File: config.mk
export PLATFORM = sky130hd
export DESIGN_NAME = score_keeper
export DESIGN_NICKNAME = d
export VERILOG_FILES = /design/src/rtl/game_pkg.sv /design/src/rtl/bcd_counter4.sv /design/src/rtl/score_keeper.sv
export SDC_FILE = /design/constraint.sdc
export NUM_CORES = 1
export LEC_CHECK = 0
export ABC_AREA = 1
export BUFFER_PORTS_ARGS = -buffer_cell sky130_fd_sc_hd__buf_2
export CAP_MARGIN = 0
export CORE_ASPECT_RATIO = 2
export CORE_MARGIN = 1
export CORE_UTILIZATION = 54
export DETAILED_ROUTE_END_ITERATION = 16
export GPL_TIMING_DRIVEN = 0
export PLACE_DENSITY = 0.93
export SETUP_SLACK_MARGIN = 0.1
export SLEW_MARGIN = 10
export SYNTH_ARGS = -nofsm -noshare
export SYNTH_HDL_FRONTEND = slang
export SYNTH_SLANG_ARGS = --single-unit
export TNS_END_PERCENT = 10
File: constraint.sdc
create_clock -name Clk -period 7.47 [get_ports Clk]
set_input_delay 1.8675 -clock Clk [delete_from_list [all_inputs] [get_ports Clk]]
set_output_delay 1.8675 -clock Clk [all_outputs]
set_load 0.005 [all_outputs]
File: src/rtl/game_pkg.sv
// Shared game-level types and constants used by the scoring logic and
// any later display blocks.
package game_pkg;

    localparam int unsigned COORD_W      = 10;
    localparam int unsigned SCREEN_Y_MAX = 479;

    typedef logic [COORD_W-1:0] coord_t;
    typedef logic [15:0]        bcd4_t;

    typedef enum logic [1:0] {
        IDLE,
        SCAN,
        OVER
    } sk_state_t;

    // Difference is formed at COORD_W+1 bits signed, then folded to a magnitude.
    function automatic logic [COORD_W:0] abs_diff(input coord_t a, input coord_t b);
        logic [COORD_W:0] d;
        d = {1'b0, a} - {1'b0, b};
        return d[COORD_W] ? (~d + 1'b1) : d;
    endfunction

endpackage

File: src/rtl/bcd_counter4.sv
// Four-digit BCD up-counter with synchronous load, saturating at 9999.
module bcd_counter4
    import game_pkg::*;
(
    input  logic  Clk,
    input  logic  Reset,
    input  logic  inc_i,
    input  logic  load_i,
    input  bcd4_t load_val_i,
    output bcd4_t bcd_o
);

    bcd4_t cnt_q, cnt_d;
    logic  carry;

    always_comb begin
        cnt_d = cnt_q;
        carry = 1'b0;
        if (load_i) begin
            cnt_d = load_val_i;
        end else if (inc_i && (cnt_q != 16'h9999)) begin
            carry = 1'b1;
            for (int d = 0; d < 4; d++) begin
                if (carry) begin
                    if (cnt_q[4*d +: 4] == 4'd9) begin
                        cnt_d[4*d +: 4] = 4'd0;
                    end else begin
                        cnt_d[4*d +: 4] = cnt_q[4*d +: 4] + 4'd1;
                        carry           = 1'b0;
                    end
                end
            end
        end
    end

    always_ff @(posedge Clk or posedge Reset) begin
        if (Reset) begin
            cnt_q <= '0;
        end else begin
            cnt_q <= cnt_d;
        end
    end

    assign bcd_o = cnt_q;

endmodule

File: src/rtl/score_keeper.sv
// Per-frame ball/block overlap scanner: awards points on hits, charges lives
// on unhit blocks reaching the bottom, and freezes once lives run out.
module score_keeper #(
    parameter int unsigned NUM_BALLS    = 2,
    parameter int unsigned NUM_BLOCKS   = 5,
    parameter int unsigned SCREEN_Y_MAX = game_pkg::SCREEN_Y_MAX,
    parameter int unsigned START_LIVES  = 3
) (
    input  logic                     Clk,
    input  logic                     Reset,
    input  logic                     frame_clk,
    input  logic [10*NUM_BALLS-1:0]  ball_x,
    input  logic [10*NUM_BALLS-1:0]  ball_y,
    input  logic [10*NUM_BALLS-1:0]  ball_s,
    input  logic [10*NUM_BLOCKS-1:0] block_x,
    input  logic [10*NUM_BLOCKS-1:0] block_y,
    input  logic [10*NUM_BLOCKS-1:0] block_s,
    input  logic [NUM_BLOCKS-1:0]    block_ready,
    output logic [15:0]              score_bcd,
    output logic [1:0]               lives,
    output logic                     game_over,
    output logic                     hit_pulse,
    output logic [NUM_BLOCKS-1:0]    hit_mask
);
    import game_pkg::*;

    localparam int unsigned BallW = (NUM_BALLS > 1) ? $clog2(NUM_BALLS) : 1;
    localparam int unsigned BlkW  = (NUM_BLOCKS > 1) ? $clog2(NUM_BLOCKS) : 1;
    localparam logic [COORD_W:0] YMax      = SCREEN_Y_MAX[COORD_W:0];
    localparam logic [1:0]       LivesInit = START_LIVES[1:0];

    sk_state_t              state_q, state_d;
    logic [2:0]             fc_sync_q;
    logic                   frame_start;
    logic [BallW-1:0]       ball_q, ball_d;
    logic [BlkW-1:0]        blk_q, blk_d;
    logic [NUM_BLOCKS-1:0]  hit_mask_q, hit_mask_d, miss_latch_q, miss_latch_d;
    logic [1:0]             lives_q, lives_d;
    logic                   pulse_q;
    logic                   scan_ok, last_ball, last_blk, rdy, hit, miss;
    logic [COORD_W:0]       reach, dx_abs, dy_abs, bottom;
    coord_t                 bx_a [NUM_BLOCKS];
    coord_t                 by_a [NUM_BLOCKS];
    coord_t                 bs_a [NUM_BLOCKS];
    coord_t                 xi_a [NUM_BALLS];
    coord_t                 yi_a [NUM_BALLS];
    coord_t                 si_a [NUM_BALLS];
    bcd4_t                  score;

    for (genvar j = 0; j < NUM_BLOCKS; j++) begin : g_blk
        assign bx_a[j] = block_x[COORD_W*j +: COORD_W];
        assign by_a[j] = block_y[COORD_W*j +: COORD_W];
        assign bs_a[j] = block_s[COORD_W*j +: COORD_W];
    end

    for (genvar i = 0; i < NUM_BALLS; i++) begin : g_ball
        assign xi_a[i] = ball_x[COORD_W*i +: COORD_W];
        assign yi_a[i] = ball_y[COORD_W*i +: COORD_W];
        assign si_a[i] = ball_s[COORD_W*i +: COORD_W];
    end

    // fc_sync_q[1] is the synchronised vsync; [2] holds its previous value.
    assign frame_start = fc_sync_q[1] & ~fc_sync_q[2];

    always_comb begin
        reach     = {1'b0, bs_a[blk_q]} + {1'b0, si_a[ball_q]};
        dx_abs    = abs_diff(bx_a[blk_q], xi_a[ball_q]);
        dy_abs    = abs_diff(by_a[blk_q], yi_a[ball_q]);
        bottom    = {1'b0, by_a[blk_q]} + {1'b0, bs_a[blk_q]};
        last_ball = (ball_q == BallW'(NUM_BALLS - 1));
        last_blk  = (blk_q == BlkW'(NUM_BLOCKS - 1));
        rdy       = block_ready[blk_q];
        // Once the last life is gone mid-scan, nothing else may change.
        scan_ok   = (state_q == SCAN) && (lives_q != 2'd0);
        hit       = scan_ok && rdy && !hit_mask_q[blk_q] &&
                    (dx_abs <= reach) && (dy_abs <= reach);
        miss      = scan_ok && last_ball && rdy && !hit_mask_q[blk_q] && !hit &&
                    !miss_latch_q[blk_q] && (bottom >= YMax);
    end

    always_comb begin
        state_d      = state_q;
        ball_d       = ball_q;
        blk_d        = blk_q;
        hit_mask_d   = hit_mask_q;
        miss_latch_d = miss_latch_q;
        lives_d      = lives_q;
        unique case (state_q)
            IDLE: begin
                if (frame_start) begin
                    state_d = SCAN;
                    ball_d  = '0;
                    blk_d   = '0;
                end
            end
            SCAN: begin
                if (scan_ok && !rdy) begin
                    hit_mask_d[blk_q]   = 1'b0;
                    miss_latch_d[blk_q] = 1'b0;
                end
                if (hit) begin
                    hit_mask_d[blk_q] = 1'b1;
                end
                if (miss) begin
                    miss_latch_d[blk_q] = 1'b1;
                    lives_d             = lives_q - 2'd1;
                end
                if (last_ball) begin
                    ball_d = '0;
                    if (last_blk) begin
                        state_d = (lives_d == 2'd0) ? OVER : IDLE;
                    end else begin
                        blk_d = blk_q + 1'b1;
                    end
                end else begin
                    ball_d = ball_q + 1'b1;
                end
            end
            OVER: begin
            end
            default: state_d = IDLE;
        endcase
    end

    always_ff @(posedge Clk or posedge Reset) begin
        if (Reset) begin
            state_q      <= IDLE;
            fc_sync_q    <= '0;
            ball_q       <= '0;
            blk_q        <= '0;
            hit_mask_q   <= '0;
            miss_latch_q <= '0;
            lives_q      <= LivesInit;
            pulse_q      <= 1'b0;
        end else begin
            state_q      <= state_d;
            fc_sync_q    <= {fc_sync_q[1:0], frame_clk};
            ball_q       <= ball_d;
            blk_q        <= blk_d;
            hit_mask_q   <= hit_mask_d;
            miss_latch_q <= miss_latch_d;
            lives_q      <= lives_d;
            pulse_q      <= hit;
        end
    end

    bcd_counter4 u_score (
        .Clk        (Clk),
        .Reset      (Reset),
        .inc_i      (hit),
        .load_i     (1'b0),
        .load_val_i ('0),
        .bcd_o      (score)
    );

    assign score_bcd = score;
    assign lives     = lives_q;
    assign game_over = (state_q == OVER);
    assign hit_pulse = pulse_q;
    assign hit_mask  = hit_mask_q;

endmodule
Word-level counts from Yosys, hierarchy flattened
Index checks and enable logic that the tools add are counted.
{ "classes": {"addsub": 13, "magnitude_cmp": 7, "eq_ne": 12, "muxes": 60, "bitwise_logic": 12, "n_reduce_logical": 28} }
{ "op_table": {"columns": ["op", "n"], "rows": [
  ["10-bit two-way mux", 15],
  ["10-bit binary-select mux with 3-bit select", 3],
  ["5-bit two-way mux", 6],
  ["10-bit by 10-bit adder with 11-bit output", 2],
  ["11-bit by 1-bit adder with 11-bit output, second input constant", 2],
  ["11-bit <= comparator", 2],
  ["11-bit two-way mux", 2],
  ["11-bit inverter", 2],
  ["10-bit by 10-bit subtractor with 11-bit output", 2],
  ["4-bit by 1-bit adder with 4-bit output, second input constant", 4],
  ["4-bit equality test, second input constant", 4],
  ["4-bit two-way mux", 4],
  ["16-bit inequality test, second input constant", 1],
  ["1-bit logical AND", 14],
  ["1-bit two-way mux", 14],
  ["2-bit two-way mux", 6],
  ["11-bit by 9-bit >= comparator with 1-bit output, second input constant", 1],
  ["5-bit AND", 2],
  ["5-bit bitwise OR", 2],
  ["1-bit binary-select mux with 3-bit select", 3],
  ["3-bit two-way mux", 3],
  ["2-bit inequality test, second input constant", 4],
  ["2-bit AND reduction", 4],
  ["4-bit AND reduction", 2],
  ["22 further kinds", 28]
]} }
{ "totals": {"regBits": 38, "output_inout_bits": 25, "wordCells": 144} }

Logic depth before layout (Yosys ltp)
{ "logic_depth": {"word_depth": 22, "ltp_mapped": 40} }

Hierarchy
From an unflattened synthesis, not the netlist that was laid out.
{ "hier_totals": {"hier_cells": 986, "hier_area_um2": 6073.3} }
{ "by_module_without_submodules": {"columns": ["module", "instances", "cells_each", "area_each_um2", "seq_area_each_um2"], "rows": [
  ["score_keeper", 1, 818, 4984.8, 553.0],
  ["bcd_counter4", 1, 168, 1088.5, 400.4]
]} }

Worst setup path after synthesis
Ideal clock, no wire load.
{ "synth_path": {"path_type": "input-to-reg", "start": "input block_y[30]", "end": "register u_score.cnt_q[7] (netlist: u_score.bcd_o[7])", "setup_ns": 0.123, "t_arrival_ns": 5.140, "required_time_ns": 7.347, "setup_slack_ns": 2.207, "stages": 30, "n_path_buf": 1, "path_cell_list": "nand2_1 -> nand3_1 -> a221oi_1 -> ha_1 -> fa_1 -> inv_1 -> nand3_1 -> nand2_1 -> a21oi_1 -> o21ai_0 -> nand2_1 -> nand2_1 -> a21oi_1 -> buf_2 -> nand2_1 -> xor2_1 -> ha_1 -> nand2_1 -> inv_1 -> nand2_1 -> nand2_1 -> nand2_1 -> nand3_1 -> nand2_1 -> nand3_4 -> clkinv_2 -> nand3_4 -> nor2_1 -> xor2_1 -> nor2_1"} }
{ "synth_via": {"elab_chain_len": 11} }
{ "synth_lines": {"columns": ["element", "line_no", "rtl"], "rows": [
  ["from (decl)", "score_keeper.sv:16", "input logic [10*NUM_BLOCKS-1:0] block_y,"],
  ["10-bit binary-select mux with 3-bit select (*)", "score_keeper.sv:68", "dy_abs = abs_diff(by_a[blk_q], yi_a[ball_q]);"],
  ["10-bit two-way mux (implied by the code) (*) (2 in series)", "score_keeper.sv:68", null],
  ["10-bit by 10-bit subtractor with 11-bit output (*)", "game_pkg.sv:20", "d = {1'b0, a} - {1'b0, b};"],
  ["11-bit inverter", "game_pkg.sv:21", "return d[COORD_W] ? (~d + 1'b1) : d;"],
  ["11-bit by 1-bit adder with 11-bit output", "game_pkg.sv:21", null],
  ["11-bit two-way mux (*)", "game_pkg.sv:21", null],
  ["11-bit <= comparator (*)", "score_keeper.sv:76", "(dx_abs <= reach) && (dy_abs <= reach);"],
  ["1-bit logical AND (*)", "score_keeper.sv:76", null],
  ["net hit", "score_keeper.sv:40", "logic scan_ok, last_ball, last_blk, rdy, hit, miss;"],
  ["1-bit logical AND (*)", "bcd_counter4.sv:21", "end else if (inc_i && (cnt_q != 16'h9999)) begin"],
  ["2-bit AND reduction (no source line) (*)", null, null],
  ["to (signal assigned)", "bcd_counter4.sv:40", "cnt_q <= cnt_d;"],
  ["to (decl)", "bcd_counter4.sv:13", "bcd4_t cnt_q, cnt_d;"]
]} }
Mark *: on every way through the listed nets, which the timed path passes. The rest lies on a longest branch. The select of a mux whose other input is x is not followed.
A chain may end at the register's enable or synchronous reset.

Final worst setup path
{ "layout_path": {"start": "register blk_q[1]", "end": "register u_score.cnt_q[9] (netlist: u_score.bcd_o[9])"} }
{ "layout_via": {"elab_chain_len": 13, "elab_cells_between_ends": 32} }
{ "layout_lines": {"columns": ["element", "line_no", "rtl"], "rows": [
  ["from (decl)", "score_keeper.sv:36", "logic [BlkW-1:0] blk_q, blk_d;"],
  ["from (signal assigned)", "score_keeper.sv:139", "blk_q <= blk_d;"],
  ["3-bit inverter with 4-bit output (implied by the code)", "score_keeper.sv:66, score_keeper.sv:67, score_keeper.sv:68", null],
  ["10-bit binary-select mux with 3-bit select", "score_keeper.sv:67", "dx_abs = abs_diff(bx_a[blk_q], xi_a[ball_q]);"],
  ["10-bit two-way mux (implied by the code) (2 in series)", "score_keeper.sv:67", null],
  ["10-bit by 10-bit subtractor with 11-bit output", "game_pkg.sv:20", null],
  ["11-bit inverter", "game_pkg.sv:21", null],
  ["11-bit by 1-bit adder with 11-bit output", "game_pkg.sv:21", null],
  ["11-bit two-way mux", "game_pkg.sv:21", null],
  ["11-bit <= comparator", "score_keeper.sv:76", null],
  ["1-bit logical AND", "score_keeper.sv:75", "hit = scan_ok && rdy && !hit_mask_q[blk_q] &&"],
  ["1-bit logical AND (*)", "score_keeper.sv:76", null],
  ["net hit", "score_keeper.sv:40", null],
  ["1-bit logical AND (*)", "bcd_counter4.sv:21", null],
  ["2-bit AND reduction (no source line) (*)", null, null]
]} }
Marked as above.

==> flow_summary.ini <==
[critical_path]
end_kind = register
cp.arrival_ns = 6.61
slowest_stage = clkbuf_1
crit_cells = 35
reg2regPathDepth = 35
critPathCapture = u_score.bcd_o[9]
r2r_setup_slack_ns = 1.04
path_max_fanout = 10
critPathMostFrequentCell = nand2_1
critPathTopFamily = simple AND/OR/NAND/NOR gates
cp.required_ns = 7.64
critPathLaunchType = register
critPathKind = register to register
worst_r2r_endpoint = u_score.bcd_o[9]
startpoint = blk_q[1]
slowest_delay_ns = 0.66
critPathBufInv = 7
reg2reg_from = blk_q[1]

[timing]
clock.fmax_mhz = 155.4
fin_ws_ns = 1.036
rsz0062_at_grt = false
setup_violations = 0
hold_viol = 0
slew_headroom_pct = 41.12
hold_ws_ns = 0.3461
finalSetupTns_ns = 0
worst_slew_pin_slew_ns = 0.8832
drv_slew = 0
period_minus_slack_ns = 6.434
skew_ns = 0.005947
period_share_pct = 86.13

[clock_network]
clock_latency_ns = 0.29
cts.sinks = 38
htreeDepth = 2
cts_hold_buf = 0
cts.clk_slew.worst_paths_ns = 0.06
cts_buffer_depth = 2
root_buffer = clkbuf_16
cts_tree = built
post_cts_buffers = 0
numCtsBuffers = 5
cts_resized = 0

[global_route]
antenna_found_initial = 0
grt_pass1_vias = 7519
global_route.overflow_total = 0
grt_pass1_wl_um = 33630
gr-usage-all-layers_pct = 37.20
grt_start_max_net_pins = 39

[place]
gp_congestion = 0.9673
dpl.cell_count = 1329
hpwlAfterDp_um = 17580
dpl_worst_slack_ns = 1.055
io_buffers = 242

[yosys]
netlist_area_um2 = 5936
synth-seq-cells = 38
ys.flop_type = dfrtp_1
ys_seq_area_share_pct = 16.06
yosys.area.top_type = nand2_1
yosys_warnings = 0
yosysMostFrequentCell = nand2_1
synth_cells = 950
synth_compound_area_share_pct = 12.71
synth.area.top_cells = nand2_1, dfrtp_1, ha_1, inv_1, xor2_1
synthAdderAreaFrac_pct = 15.47
yosys.area_share.simple_pct = 37.44
synth_edf_count = 0
yosysUniqueCellTypes = 40
synth_mux_area_share_pct = 2.698
avgSynthCellArea_um2 = 6.248
synth_top_area_share_pct = 21.18
synth_fp_nets = 1239
synth_top_family_by_area = simple AND/OR/NAND/NOR gates
synthTopCellsByCount = nand2_1, inv_1, ha_1
synth_xor_area_share_pct = 6.492
async_flop_share_pct = 100.0

[die]
fp-row-count = 53
die_w_um = 76.14
io_pins = 243
start_util_pct = 55.94
die_area_um2 = 11440
dieHeight_um = 150.3
core_um2 = 10610

[routing]
first_pass_iters = 7
wl_um = 21370
drc = 0
wl_per_cell_um = 15.99
via_count = 7458
ant_nets = 0
viasPerCell = 5.578
drt-initial-drc-count = 474

[final_layout]
n_antenna_cell = 0
nets = 1488
final_util_pct = 70.60
syn_to_final_growth_pct = 26.20
finalNonFillerCells = 1337
drive_gt1_share_pct = 23.50

[min_path]
hp-class = register to register
hp-start = fc_sync_q[0]

[pwr]
ir_worst_vdd_mv = 0.1493
leakagePower_nw = 4.224
powerDensity_nw_per_um2 = 120.5

[run]
cap_violations = 0

[status]
status = finished clean
==> final cells by class <==
type | instances | area [µm²]
Timing Repair Buffer | 242 | 1211
Clock buffer | 7 | 142.6
Inverter | 118 | 444.2
Multi-Input combinational cell | 770 | 4441
Clock inverter | 1 | 30.03
Fill cell | 934 | 3119
Sequential cell | 38 | 953.4
Tap cell | 137 | 171.4
Buffer | 24 | 97.59
==> registers in the layout (all words and copies together) (netlist names) <==
signal         flops
ball_q             1
blk_q              3
fc_sync_q          3
hit_mask           5
hit_pulse          1
lives              2
miss_latch_q       5
state_q            2
u_score.bcd_o     16
==> kinds of logic (layout without fill, tap and decap cells) <==
family,after synthesis,after routing
buffers and inverters,142,392
AO/OA/AOI/OAI,126,126
XOR/XNOR,44,44
multiplexers,16,16
flip-flops,38,38
adder cells (fa/ha/maj),71,71
AND/OR/NAND/NOR,513,513
==> placed cells by master (no fill, tap or decap), drive strengths merged, types with 3 or more instances in the layout <==
cell type,synthesis,routed
dfrtp,36,36
inv,117,117
xnor2,10,10
nand3,56,56
fa,4,4
xor2,34,34
o21ai,38,38
a21oi,41,41
buf,8,250
nand4,43,43
a221oi,4,4
nand2,339,339
o31ai,5,5
a22oi,26,26
nand3b,6,6
ha,67,67
mux2i,16,16
o21bai,3,3
or2,3,3
a21o,3,3
nor2,58,58
clkbuf,16,23
nor3,8,8
==> per-layer routing <==
metal,routed length (µm),up-vias,GRT usage (%)
met3,1474,118,6.485
met5,0,-,0
met4,1758,0,32.69
met2,10910,347,67.95
li1,-,3633,-
met1,7232,3360,35.65
==> how the worst min path moves through the flow <==
| stage | slack, ns | cells after the start | end |
|---|---|---|---|
| after floorplan | 0.33 | 0 | fc_sync_q[1] |
| after global placement | 0.33 | 0 | fc_sync_q[1] |
| after detailed placement | 0.33 | 0 | fc_sync_q[1] |
| after CTS | 0.35 | 0 | fc_sync_q[1] |
| after global routing | 0.35 | 0 | fc_sync_q[1] |
| final | 0.35 | 0 | fc_sync_q[1] |
==> report_power, final <==
part           total [mW]  internal (mW)  leakage (nW)  switching (mW)
Combinational       0.447          0.185          3.66           0.262
Sequential          0.207          0.207         0.475        0.000235
Clock               0.249          0.167        0.0841          0.0824
==> through the flow <==
stage               power, mW  cell area (µm²)
CTS                    0.8979             7491
floorplan              0.5123             5936
global placement       0.6316             7318
detailed placement     0.6493             7318
finish                 0.9030             7491
global route           0.9712             7491
No activity file was read; power rests on OpenSTA's default activity.
